--- src/rtl/truth_sweep_pkg.sv ---
// Shared types and constants for the truth-table sweeper and its settle counter.
package truth_sweep_pkg;

  // Sweep controller states
  typedef enum logic [1:0] {
    IDLE,
    HOLD,
    SAMPLE,
    FIN
  } state_t;

  // Three inputs give eight vectors, walked by a 3-bit index
  localparam int N_VEC = 8;
  localparam int IDX_W = 3;

  // Settle counter width; SETTLE values 0..15 fit
  localparam int CNT_W = 4;

  // Index of the final vector, where the sweep stops instead of wrapping
  localparam logic [IDX_W-1:0] IDX_LAST = IDX_W'(N_VEC - 1);

  // Truth table the default function under test is expected to produce
  localparam logic [N_VEC-1:0] EXP_DEF_TABLE = 8'hA3;

endpackage

--- src/rtl/sweep_cnt.sv ---
// Settle counter: counts the cycles a stimulus vector has been held and flags
// when the programmed settle time has elapsed.
module sweep_cnt
  import truth_sweep_pkg::*;
#(
  parameter int SETTLE = 1
) (
  input  logic clk,
  input  logic rst_n,
  input  logic clr,
  input  logic en,
  output logic tc
);

  logic [CNT_W-1:0] count;

  // Count held cycles; park on the terminal value so it never wraps while idle
  always_ff @(posedge clk or negedge rst_n) begin
    if (!rst_n) begin
      count <= '0;
    end else if (clr) begin
      count <= '0;
    end else if (en && !tc) begin
      count <= count + CNT_W'(1);
    end
  end

  assign tc = (count == CNT_W'(SETTLE));

endmodule

--- src/rtl/truth_sweep.sv ---
// Truth-table sweeper: drives all eight {x,y,z} vectors onto an external
// 3-input function, lets each settle, captures s into table_out and compares
// the captured table against a reference latched at start.
module truth_sweep
  import truth_sweep_pkg::*;
#(
  parameter int               SETTLE  = 1,
  parameter logic [N_VEC-1:0] EXP_DEF = EXP_DEF_TABLE
) (
  input  logic             clk,
  input  logic             rst_n,
  input  logic             start,
  input  logic [N_VEC-1:0] expected,
  input  logic             s,
  output logic             x,
  output logic             y,
  output logic             z,
  output logic             busy,
  output logic             done,
  output logic [N_VEC-1:0] table_out,
  output logic             match
);

  state_t             state;
  logic [IDX_W-1:0]   idx;
  logic [N_VEC-1:0]   exp_q;
  logic               cnt_clr;
  logic               cnt_en;
  logic               cnt_tc;

  // The settle count restarts on every new vector: at accept and when leaving SAMPLE for HOLD
  assign cnt_clr = ((state == IDLE) && start) || ((state == SAMPLE) && (idx != IDX_LAST));
  assign cnt_en  = (state == HOLD);

  sweep_cnt #(
    .SETTLE(SETTLE)
  ) u_cnt (
    .clk  (clk),
    .rst_n(rst_n),
    .clr  (cnt_clr),
    .en   (cnt_en),
    .tc   (cnt_tc)
  );

  // Sweep sequencer: steps the vector, captures s once per vector, and reports the result
  always_ff @(posedge clk or negedge rst_n) begin
    if (!rst_n) begin
      state     <= IDLE;
      idx       <= '0;
      {x, y, z} <= 3'b000;
      busy      <= 1'b0;
      done      <= 1'b0;
      table_out <= '0;
      match     <= 1'b0;
      exp_q     <= EXP_DEF;
    end else begin
      done <= 1'b0;
      case (state)
        IDLE: begin
          if (start) begin
            state     <= HOLD;
            idx       <= '0;
            {x, y, z} <= 3'b000;
            busy      <= 1'b1;
            exp_q     <= expected;
            table_out <= '0;
            match     <= 1'b0;
          end
        end
        HOLD: begin
          if (cnt_tc) begin
            state <= SAMPLE;
          end
        end
        SAMPLE: begin
          table_out[idx] <= s;
          if (idx != IDX_LAST) begin
            idx       <= idx + IDX_W'(1);
            {x, y, z} <= idx + IDX_W'(1);
            state     <= HOLD;
          end else begin
            state <= FIN;
          end
        end
        FIN: begin
          done  <= 1'b1;
          busy  <= 1'b0;
          match <= (table_out == exp_q);
          state <= IDLE;
        end
        default: begin
          state <= IDLE;
        end
      endcase
    end
  end

endmodule

--- config.mk ---
export PLATFORM = sky130hd
export DESIGN_NAME = truth_sweep
export DESIGN_NICKNAME = d
export VERILOG_FILES = /design/src/rtl/truth_sweep_pkg.sv /design/src/rtl/sweep_cnt.sv /design/src/rtl/truth_sweep.sv
export SDC_FILE = /design/constraint.sdc
export NUM_CORES = 1
export LEC_CHECK = 0
export CORE_MARGIN = 2
export CORE_UTILIZATION = 46
export CTS_BUF_LIST = sky130_fd_sc_hd__clkbuf_4 sky130_fd_sc_hd__clkbuf_8 sky130_fd_sc_hd__clkbuf_16
export CTS_CLUSTER_DIAMETER = 40
export DETAILED_ROUTE_END_ITERATION = 12
export MAX_ROUTING_LAYER = met4
export PLACE_DENSITY = 0.84
export SKIP_LAST_GASP = 1
export SYNTH_ARGS = -nofsm -noshare
export SYNTH_HDL_FRONTEND = slang
export SYNTH_SLANG_ARGS = --single-unit
--- constraint.sdc ---
create_clock -name clk -period 1.65 [get_ports clk]
set_input_delay 0.33 -clock clk [delete_from_list [all_inputs] [get_ports clk]]
set_output_delay 0.33 -clock clk [all_outputs]
set_load 0.1 [all_outputs]
* After elaboration in Yosys (flattened, before gate mapping)
Index checks and enable logic that the tools add are counted.
Storage, ports and cells: flip-flop bits (word level) 31, input port bits 12, output and inout bits 14
Cells by class: add/sub/neg operators 2, order comparisons 2, equality and inequality tests 9, mux-type cells 25, reduce and logical (&&, ||, !) cells 15
Operators with widths (count):
- 8-bit one-hot mux with 2 select lines | 1
- 1-bit one-hot mux with 2 select lines | 5
- 8-bit bitwise mux | 1
- 8-bit == test | 1
- 4-bit 2-to-1 mux | 2
- 8-bit 2-to-1 mux | 1
- 2-bit one-hot mux with 4 select lines | 1
- 2-bit AND reduction | 4
- 1-bit 2-to-1 mux | 7
- 2-bit 2-to-1 mux | 3
- 3-bit 2-to-1 mux | 2
- 3-bit one-hot mux with 2 select lines | 1
- 2-bit nonzero test | 3
- 4-bit by 1-bit adder with 4-bit output (second input constant) | 1
- 2-bit == test (second input constant) | 2
- 4-bit by 1-bit == test with 1-bit output (second input constant) | 1
- 1-bit logical AND | 4
- 3-bit by 4-bit less-than comparator with 1-bit output (second input constant) | 1
- 2-bit != test (second input constant) | 2
- 3-bit by 1-bit adder with 3-bit output (second input constant) | 1
- 1-bit demux with 3-bit select | 1
- 3-bit by 1-bit >= comparator with 1-bit output (second input constant) | 1
- 3-bit != test (second input constant) | 1
- 3-bit AND reduction | 1
- 5 further kinds | 5

* Logic depth before layout (Yosys ltp)
Gate-level depths: netlist (run 1).
depth in word-level cells 6, mapped depth 5, gate-level depth less buffers 5

* Modules after synthesis
From an unflattened synthesis (run 1), not the netlist that was laid out.
Second synthesis, totals: cells, all modules 123, area total of the unflattened synthesis 1466.4 sq um
Modules (own cells, without submodules):
- truth_sweep | instances 1, cells an instance 101, area each 1241.2 sq um, sequential area each 605.6 sq um
- sweep_cnt | instances 1, cells an instance 22, area each 225.2 sq um, sequential area each 100.1 sq um

* Worst setup path before layout (run 1)
Ideal clock, no wire load.
kind register to register, from register y (netlist name), to register x, data arrival time 2.093 ns, slack -0.563 ns, stages on the path, launching flop included 6, path through dfrtp_1 ha_1 ha_1 and2_4 or3_1 a21o_1
RTL lines:
- end signal: assignment | RTL line truth_sweep.sv:79 | {x, y, z} <= idx + IDX_W'(1);
- end: declaration | RTL line truth_sweep.sv:15 | output logic x,

==> results of run 1 <==
[critical path: cells and delay by family (launching register included)]
kind                     cells  cell delay [ns]
AO/OA/AOI/OAI                1             0.18
adder cells (fa/ha/maj)      2             0.34
flip-flops                   1             0.53
AND/OR/NAND/NOR              2             0.48
[path summary, 6_finish.rpt]
kind / from / to / depth (start not counted)
min reg2reg: exp_q[7] / exp_q[7] / 2
max reg2reg: z / x / 5
max: z / x / 5
min in group clk: expected[1] / exp_q[1] / 3
max in group asynchronous: rst_n / exp_q[0] / 2
min: rst_n / done / 2
[state kept, by name (all words and copies together), names as in the netlist]
signal,count
busy,1
done,1
exp_q,8
match,1
state,2
table_out,8
u_cnt.count,4
x,1
y,1
z,1
[stage by stage]
step | total power [W] | util (%) | instance area, µm² | hold slack, ns | setup TNS (ns)
final | 0.00302 | 65.7 | 1960 | 0.358 | 0
after CTS | 0.00302 | 65.5 | 1950 | 0.366 | 0
after global placement | 0.00260 | 64.2 | 1910 | 0.454 | -0.200
after floorplan | 0.00216 | - | 1440 | 0.0344 | -0.289
after detailed placement | 0.00268 | 64.2 | 1910 | 0.464 | -0.525
after global routing | 0.00321 | 65.7 | 1960 | 0.365 | -0.0146
[layout make-up]
cell class / instances / area, µm² / area share [%]
inverters: 4 / 15.0 / 0.767
well taps: 33 / 41.3 / 2.11
repair buffers: 35 / 465 / 23.8
clock buffers: 4 / 36.3 / 1.85
flip-flops and latches: 28 / 714 / 36.5
multi-input cells: 95 / 684 / 35.0
[repair_timing]
item                       in CTS  in global routing
gates resized for setup         0                  1
hold endpoints to repair        0                  0
setup endpoints to repair       0                  4
[power breakdown]
group | switching (W) | internal, W | total (W)
Clock | 0.000194 | 0.000135 | 0.000329
Combinational | 0.000891 | 0.000641 | 0.00153
Sequential | 0.000223 | 0.000934 | 0.00116
[synthesized netlist by cell type, types with 2 or more instances]
library cell and instances:
nand2b_1 4, a21oi_1 2, o31ai_1 8, nor4bb_1 2, o211ai_1 6, xnor2_1 8, nand3_1 4, dfstp_2 4
ha_1 4, buf_4 2, inv_1 4, dfrtp_1 24, or4_1 2, nand2_1 29, or3b_1 2, o21ai_0 4
a21o_1 2
[layer usage]
metal | wire [µm] | share of wire, %
met3 | 102 | 3.5
met1 | 1190 | 40
met2 | 1610 | 54
met5 | 0 | 0
met4 | 52 | 1.8
[logic make-up after synthesis]
group / Yosys count / synth area share (%)
DFF: 28 / 50.3
AOI/OAI and AO/OA: 29 / 16.6
muxes: 1 / 0.714
buffers and inverters: 9 / 3.57
adders and majority gates: 4 / 3.57
and+or+nand+nor: 53 / 20.2
xor gates and xnor gates: 8 / 5.00
==> reports/qor.txt, run 1 <==
CP peak stage delay: 0.53 ns
Met3 GRT Util: 4.59%
Syn-to-layout area delta: 39.5%
CTS tree: done
Initial antenna violation count: 0
Nets: 183
Cell taking the most area after synthesis: dfrtp_1
Post-Syn Area: 1400 µm²
Async set or reset register ratio after synthesis: 100%
Max-Cap Viols: 0
Total gr overflow: 0
Number of flops mapped to enable cells by yosys: 0
Num CTS Buffers: 3
Wire per inst: 14.8 µm
Clock Sinks: 28
Vias in the first global route: 1163
Die Wd: 59.2 µm
Most common cell after layout, fill and taps aside: nand2_1
Die area: 3510 µm²
Row count: 20
Synthesis Warnings: 0
Clk_skew: 0.00678 ns
Required time of the critical path: 1.88 ns
Post-CTS Setup Bufs: 0
First-pass GRT wire length: 4910 µm
Relative slew slack: 71.7%
Drt first-iter violations: 41
Synth top area cells: dfrtp_1 43%, nand2_1 7.8%, dfstp_2 7.5%, xnor2_1 5.0%, o31ai_1 4.3%
P_leak: 0.852 nW
Final max-slew violation count: 0
Hold Path Class: in -> async
Yosys cell types: 38
Chip Height: 59.2 µm
Most frequent cells in the layout: 29 x nand2_1, 21 x dfrtp_1, 14 x buf_12
Crit Path Max Fanout: 4
Via count: 1115
Total track usage: 19.2%
GR Util met2: 36.3%
Core ar.: 2980 µm²
Synth Instances: 132
Final antenna-violating net count: 0
Busiest grt layer: met2
I/O pins: 26
Clock Pin Slew Worst Setup and Hold Paths: 0.15 ns
Peak VDD IR: 0.896 mV
CTS H-tree lvls: 1
Clock Latency Late Sink: 0.32 ns
Fmax: 611 MHz
Final hold vios: 0
# port buffers: 25
Initial core utilization: 47.1%
Power per standard cell area: 1540 nW/µm²
Diode count: 0
Actual slew at the worst max-slew pin: 0.424 ns
CP dominant cell by count: ha_4
Crit Path Category: reg -> reg
Worst setup margin: 0.0123 ns
Register area share after synthesis: 50.3%
R2R Setup Slk: 0.01 ns
CP Capture Type: register
Post-Layout Cell Count: 199
CTS root buf: clkbuf_4
Post-Syn Nets: 148
FF+latch count, synth: 28
Post-synth top flop: dfrtp_1
Worst-path cell chain: ha_4 > ha_4 > and2_4 > or3_4 > a21o_1
Place WS: -0.109 ns
Drt first pass iters: 4
Final period utilization: 99.3%
# DRC: 0
Layout cells sized above 1: 27.1%
Final Wtd Congestion: 0.885
Syn avg cell area: 10.6 µm²
Post-route minimum period: 1.64 ns
Clock buffer depth: 2
Worst path arrival time: 1.87 ns
Vias/cell: 5.60
Startpoint types: register
Total Wirelength: 2950 µm
Placed cells: 195
Status: finished, final reports clean
Met1 Resource Use GR: 19.0%
Post-DP HPWL: 2340 µm
Post-synth top area share: 42.8%
Critical path's slowest cell: dfrtp_4
Hold buffers post-CTS: 0
Final Setup Violations: 0
Setup repair after global routing missed its margin: true
Filler Cell Count: 218
Largest net degree at the start of global routing: 29
Power figures use the tool's default switching activity.
==> run 2, diff against run 1 <==
--- a/config.mk
+++ b/config.mk
@@ -10,6 +10,7 @@
 export CTS_BUF_LIST = sky130_fd_sc_hd__clkbuf_4 sky130_fd_sc_hd__clkbuf_8 sky130_fd_sc_hd__clkbuf_16
 export CTS_CLUSTER_DIAMETER = 40
 export DETAILED_ROUTE_END_ITERATION = 12
+export GPL_TIMING_DRIVEN = 1
 export MAX_ROUTING_LAYER = met4
 export PLACE_DENSITY = 0.84
 export SKIP_LAST_GASP = 1
==> results of run 2 <==
The final DEF is identical to that of run 1; final timing and power are the same.
==> patch (config.mk and constraints of run 1) <==
`CNT_W`: 4 -> 5.
--- a/src/rtl/truth_sweep_pkg.sv
+++ b/src/rtl/truth_sweep_pkg.sv
@@ -14,7 +14,7 @@
   localparam int IDX_W = 3;
 
   // Settle counter width; SETTLE values 0..15 fit
-  localparam int CNT_W = 4;
+  localparam int CNT_W = 5;
 
   // Index of the final vector, where the sweep stops instead of wrapping
   localparam logic [IDX_W-1:0] IDX_LAST = IDX_W'(N_VEC - 1);
Formal check against the unedited RTL: no difference found for any inputs over 10 cycles, from zero or initial values and one cycle with rst_n low; that may be too few to reach the edited logic, so the function may still have changed.
==> patch against run 1 <==
Cell area increased by 6.3%. Global-route usage grew 4.1 points. Area after synthesis increased by 2.1%. Combinational power is 5% higher. Sequential share of layout area down 0.97 points. Count of clock-buffer cells in the layout up 3. Via count increased by 11%. Critical endpoint is now u_cnt.count[2]. Worst setup slack lost 0.033 ns. Total power increased by 9.3%. Routed wire length grew 14%. The run now ends with negative setup slack left. Sequential cell count is 1 higher.
==> patch: results (changes against run 1) <==
slowest CP cell = dfrtp_4 (unchanged)
HPWL after DPL = 2427 µm (was 2341 µm)
final RePlAce weighted congestion = 0.8332 (was 0.8853)
Nets = 197 (was 183)
R2R cell count = 5 (unchanged)
worst vdd ir = 899.7 µV (was 895.6 µV)
Synth Warn # = 0 (unchanged)
DP Area = 0.001976 mm² (was 0.001913 mm²)
Final Skew = 0.009464 ns (was 0.006780 ns)
Overflow after GRT = 0 (unchanged)
DRT antenna net count = 0 (unchanged)
Worst Path Max Fanout = 4 (unchanged)
dominant cells by area after synthesis = dfrtp_1 44%, nand2_1 8.4%, dfstp_2 7.3% (was dfrtp_1 43%, nand2_1 7.8%, dfstp_2 7.5%)
Rel. slew slack = 0.7211 (was 0.7170)
clock latency on the worst-skew pair = 0.34 ns (was 0.32 ns)
largest net degree at the start of global routing = 30 (was 29)
root buffer cell = clkbuf_4 (unchanged)
reg2reg start = z (unchanged)
syn nets = 153 (was 148)
final wirelength = 3348 µm (was 2945 µm)
Initial DRC Count = 53 (was 41)
top_reg_cell synth = dfrtp_1 (unchanged)
GRT Util Overall = 0.2328 (was 0.1916)
crit start category = register (unchanged)
failing checks = negative setup slack
Cell variety after synth = 38 (unchanged)
P_leak = 0.9119 nW (was 0.8521 nW)
register area share after synthesis = 0.5100 (was 0.5031)
Async SR Flop Fraction = 1.000 (unchanged)
biggest regs = exp_q x8, table_out x8, u_cnt.count x5 (was exp_q x8, table_out x8, u_cnt.count x4)
register clock-pin slew on the reported worst setup and hold paths = 0.10 ns (was 0.15 ns)
DR vias = 1,234 (was 1,115)
Max clock buf depth = 2 (unchanged)
Filler cells = 232 (was 218)
worst setup path end = u_cnt.count[2] (was x)
number of buffers created by CTS = 5 (was 3)
first-pass GRT wire length = 5809 µm (was 4905 µm)
TritonRoute pass-1 iters = 5 (was 4)
port buffer count = 25 (unchanged)
CTS H-tree lvls = 2 (was 1)
PnR worst setup slack = -0.02109 ns (was 0.01231 ns)
Worst path max stage delay = 0.50 ns (was 0.53 ns)
Worst EP arrival = 1.90 ns (was 1.87 ns)
initial antenna violation count = 0 (unchanged)
setup TNS = -0.02109 ns (was 0 ns)
layout cells sized above 1 = 0.3039 (was 0.2711)
hold crit path type = in -> async (unchanged)
synth cell count leaders = 32 x nand2_1, 25 x dfrtp_1, 8 x o31ai_1, 8 x xnor2_1, 6 x o211ai_1 (was 29 x nand2_1, 24 x dfrtp_1, 8 x o31ai_1, 8 x xnor2_1, 6 x o211ai_1)
status = finished, violations left (was completed)
Final setup viols = 1 (was 0)
# diodes = 0 (unchanged)
patch: changes by cell type in the layout (fill, tap and decap cells not counted), moves of 2 or more:
cell / change
or4_1: -2
nand3b_1: +2
buf_4: +7
nand2_1: +3
or3_1: +2
clkbuf_4: +3
patch: critical path, delay by kind of cell (launching register included):
family          cells  cell delay [ns]
simple gates        2             0.48
fa+ha+maj           2             0.32
compound gates      1             0.28
flops               1             0.50
patch: kinds of logic (layout without fill, tap and decap cells):
| logic type | count (synthesis) | in the layout | synth area share |
|---|---|---|---|
| adder cells (fa/ha/maj) | 4 | 4 | 0.03494 |
| AND/OR/NAND/NOR | 58 | 58 | 0.2218 |
| AO/OA/AOI/OAI | 29 | 29 | 0.1485 |
| flip-flops | 29 | 29 | 0.5100 |
| XOR/XNOR | 8 | 8 | 0.04891 |
| buffers and inverters | 8 | 52 | 0.02881 |
| multiplexers | 1 | 1 | 0.006987 |
patch: worst min-delay path by stage:
stage,from,to,slack [ns],cells past startpoint
floorplan,rst_n,busy,0.03,0
global placement,exp_q[7],exp_q[7],0.46,2
global route,rst_n,busy,0.40,2
detailed placement,exp_q[0],exp_q[0],0.47,2
CTS,rst_n,u_cnt.count[4],0.38,2
finish,rst_n,state[1],0.38,2
patch: final cells by class:
type,instances,share of cell area
Multi-Input combinational cell,100,0.3422
Timing Repair Buffer,42,0.2489
Clock buffer,7,0.02826
Inverter,3,0.005412
Tap cell,33,0.01984
Sequential cell,29,0.3554
patch: metrics by stage:
stage / utilization / total power, mW / cells / setup WS (ns)
final: 0.6929 / 3.300 / 214 / -0.02109
after global routing: 0.6929 / 3.508 / 214 / -0.07734
after CTS: 0.6804 / 3.280 / 211 / -0.03643
after detailed placement: 0.6579 / 2.791 / 204 / -0.1934
after global placement: 0.6579 / 2.714 / 204 / -0.1469
after floorplan: - / 2.213 / 137 / -0.2047
patch: repair_timing:
action	in CTS	in global routing
setup buffers	0	3
hold endpoints to repair	0	0
resized for setup	2	2
endpoints found under the setup margin	2	5
patch: power by group:
group / total (mW) / internal, mW / switching [mW]
Sequential: 1.23 / 0.966 / 0.263
Clock: 0.463 / 0.217 / 0.246
Combinational: 1.61 / 0.696 / 0.912
Total: 3.30 / 1.88 / 1.42
patch: layer usage:
layer,track usage,vias to the layer above,part of all wire
met1,0.2647,593,0.42
met3,0.07143,11,0.052
met5,-,-,0
met2,0.3835,46,0.51
met4,0.08889,0,0.026
li1,-,584,-
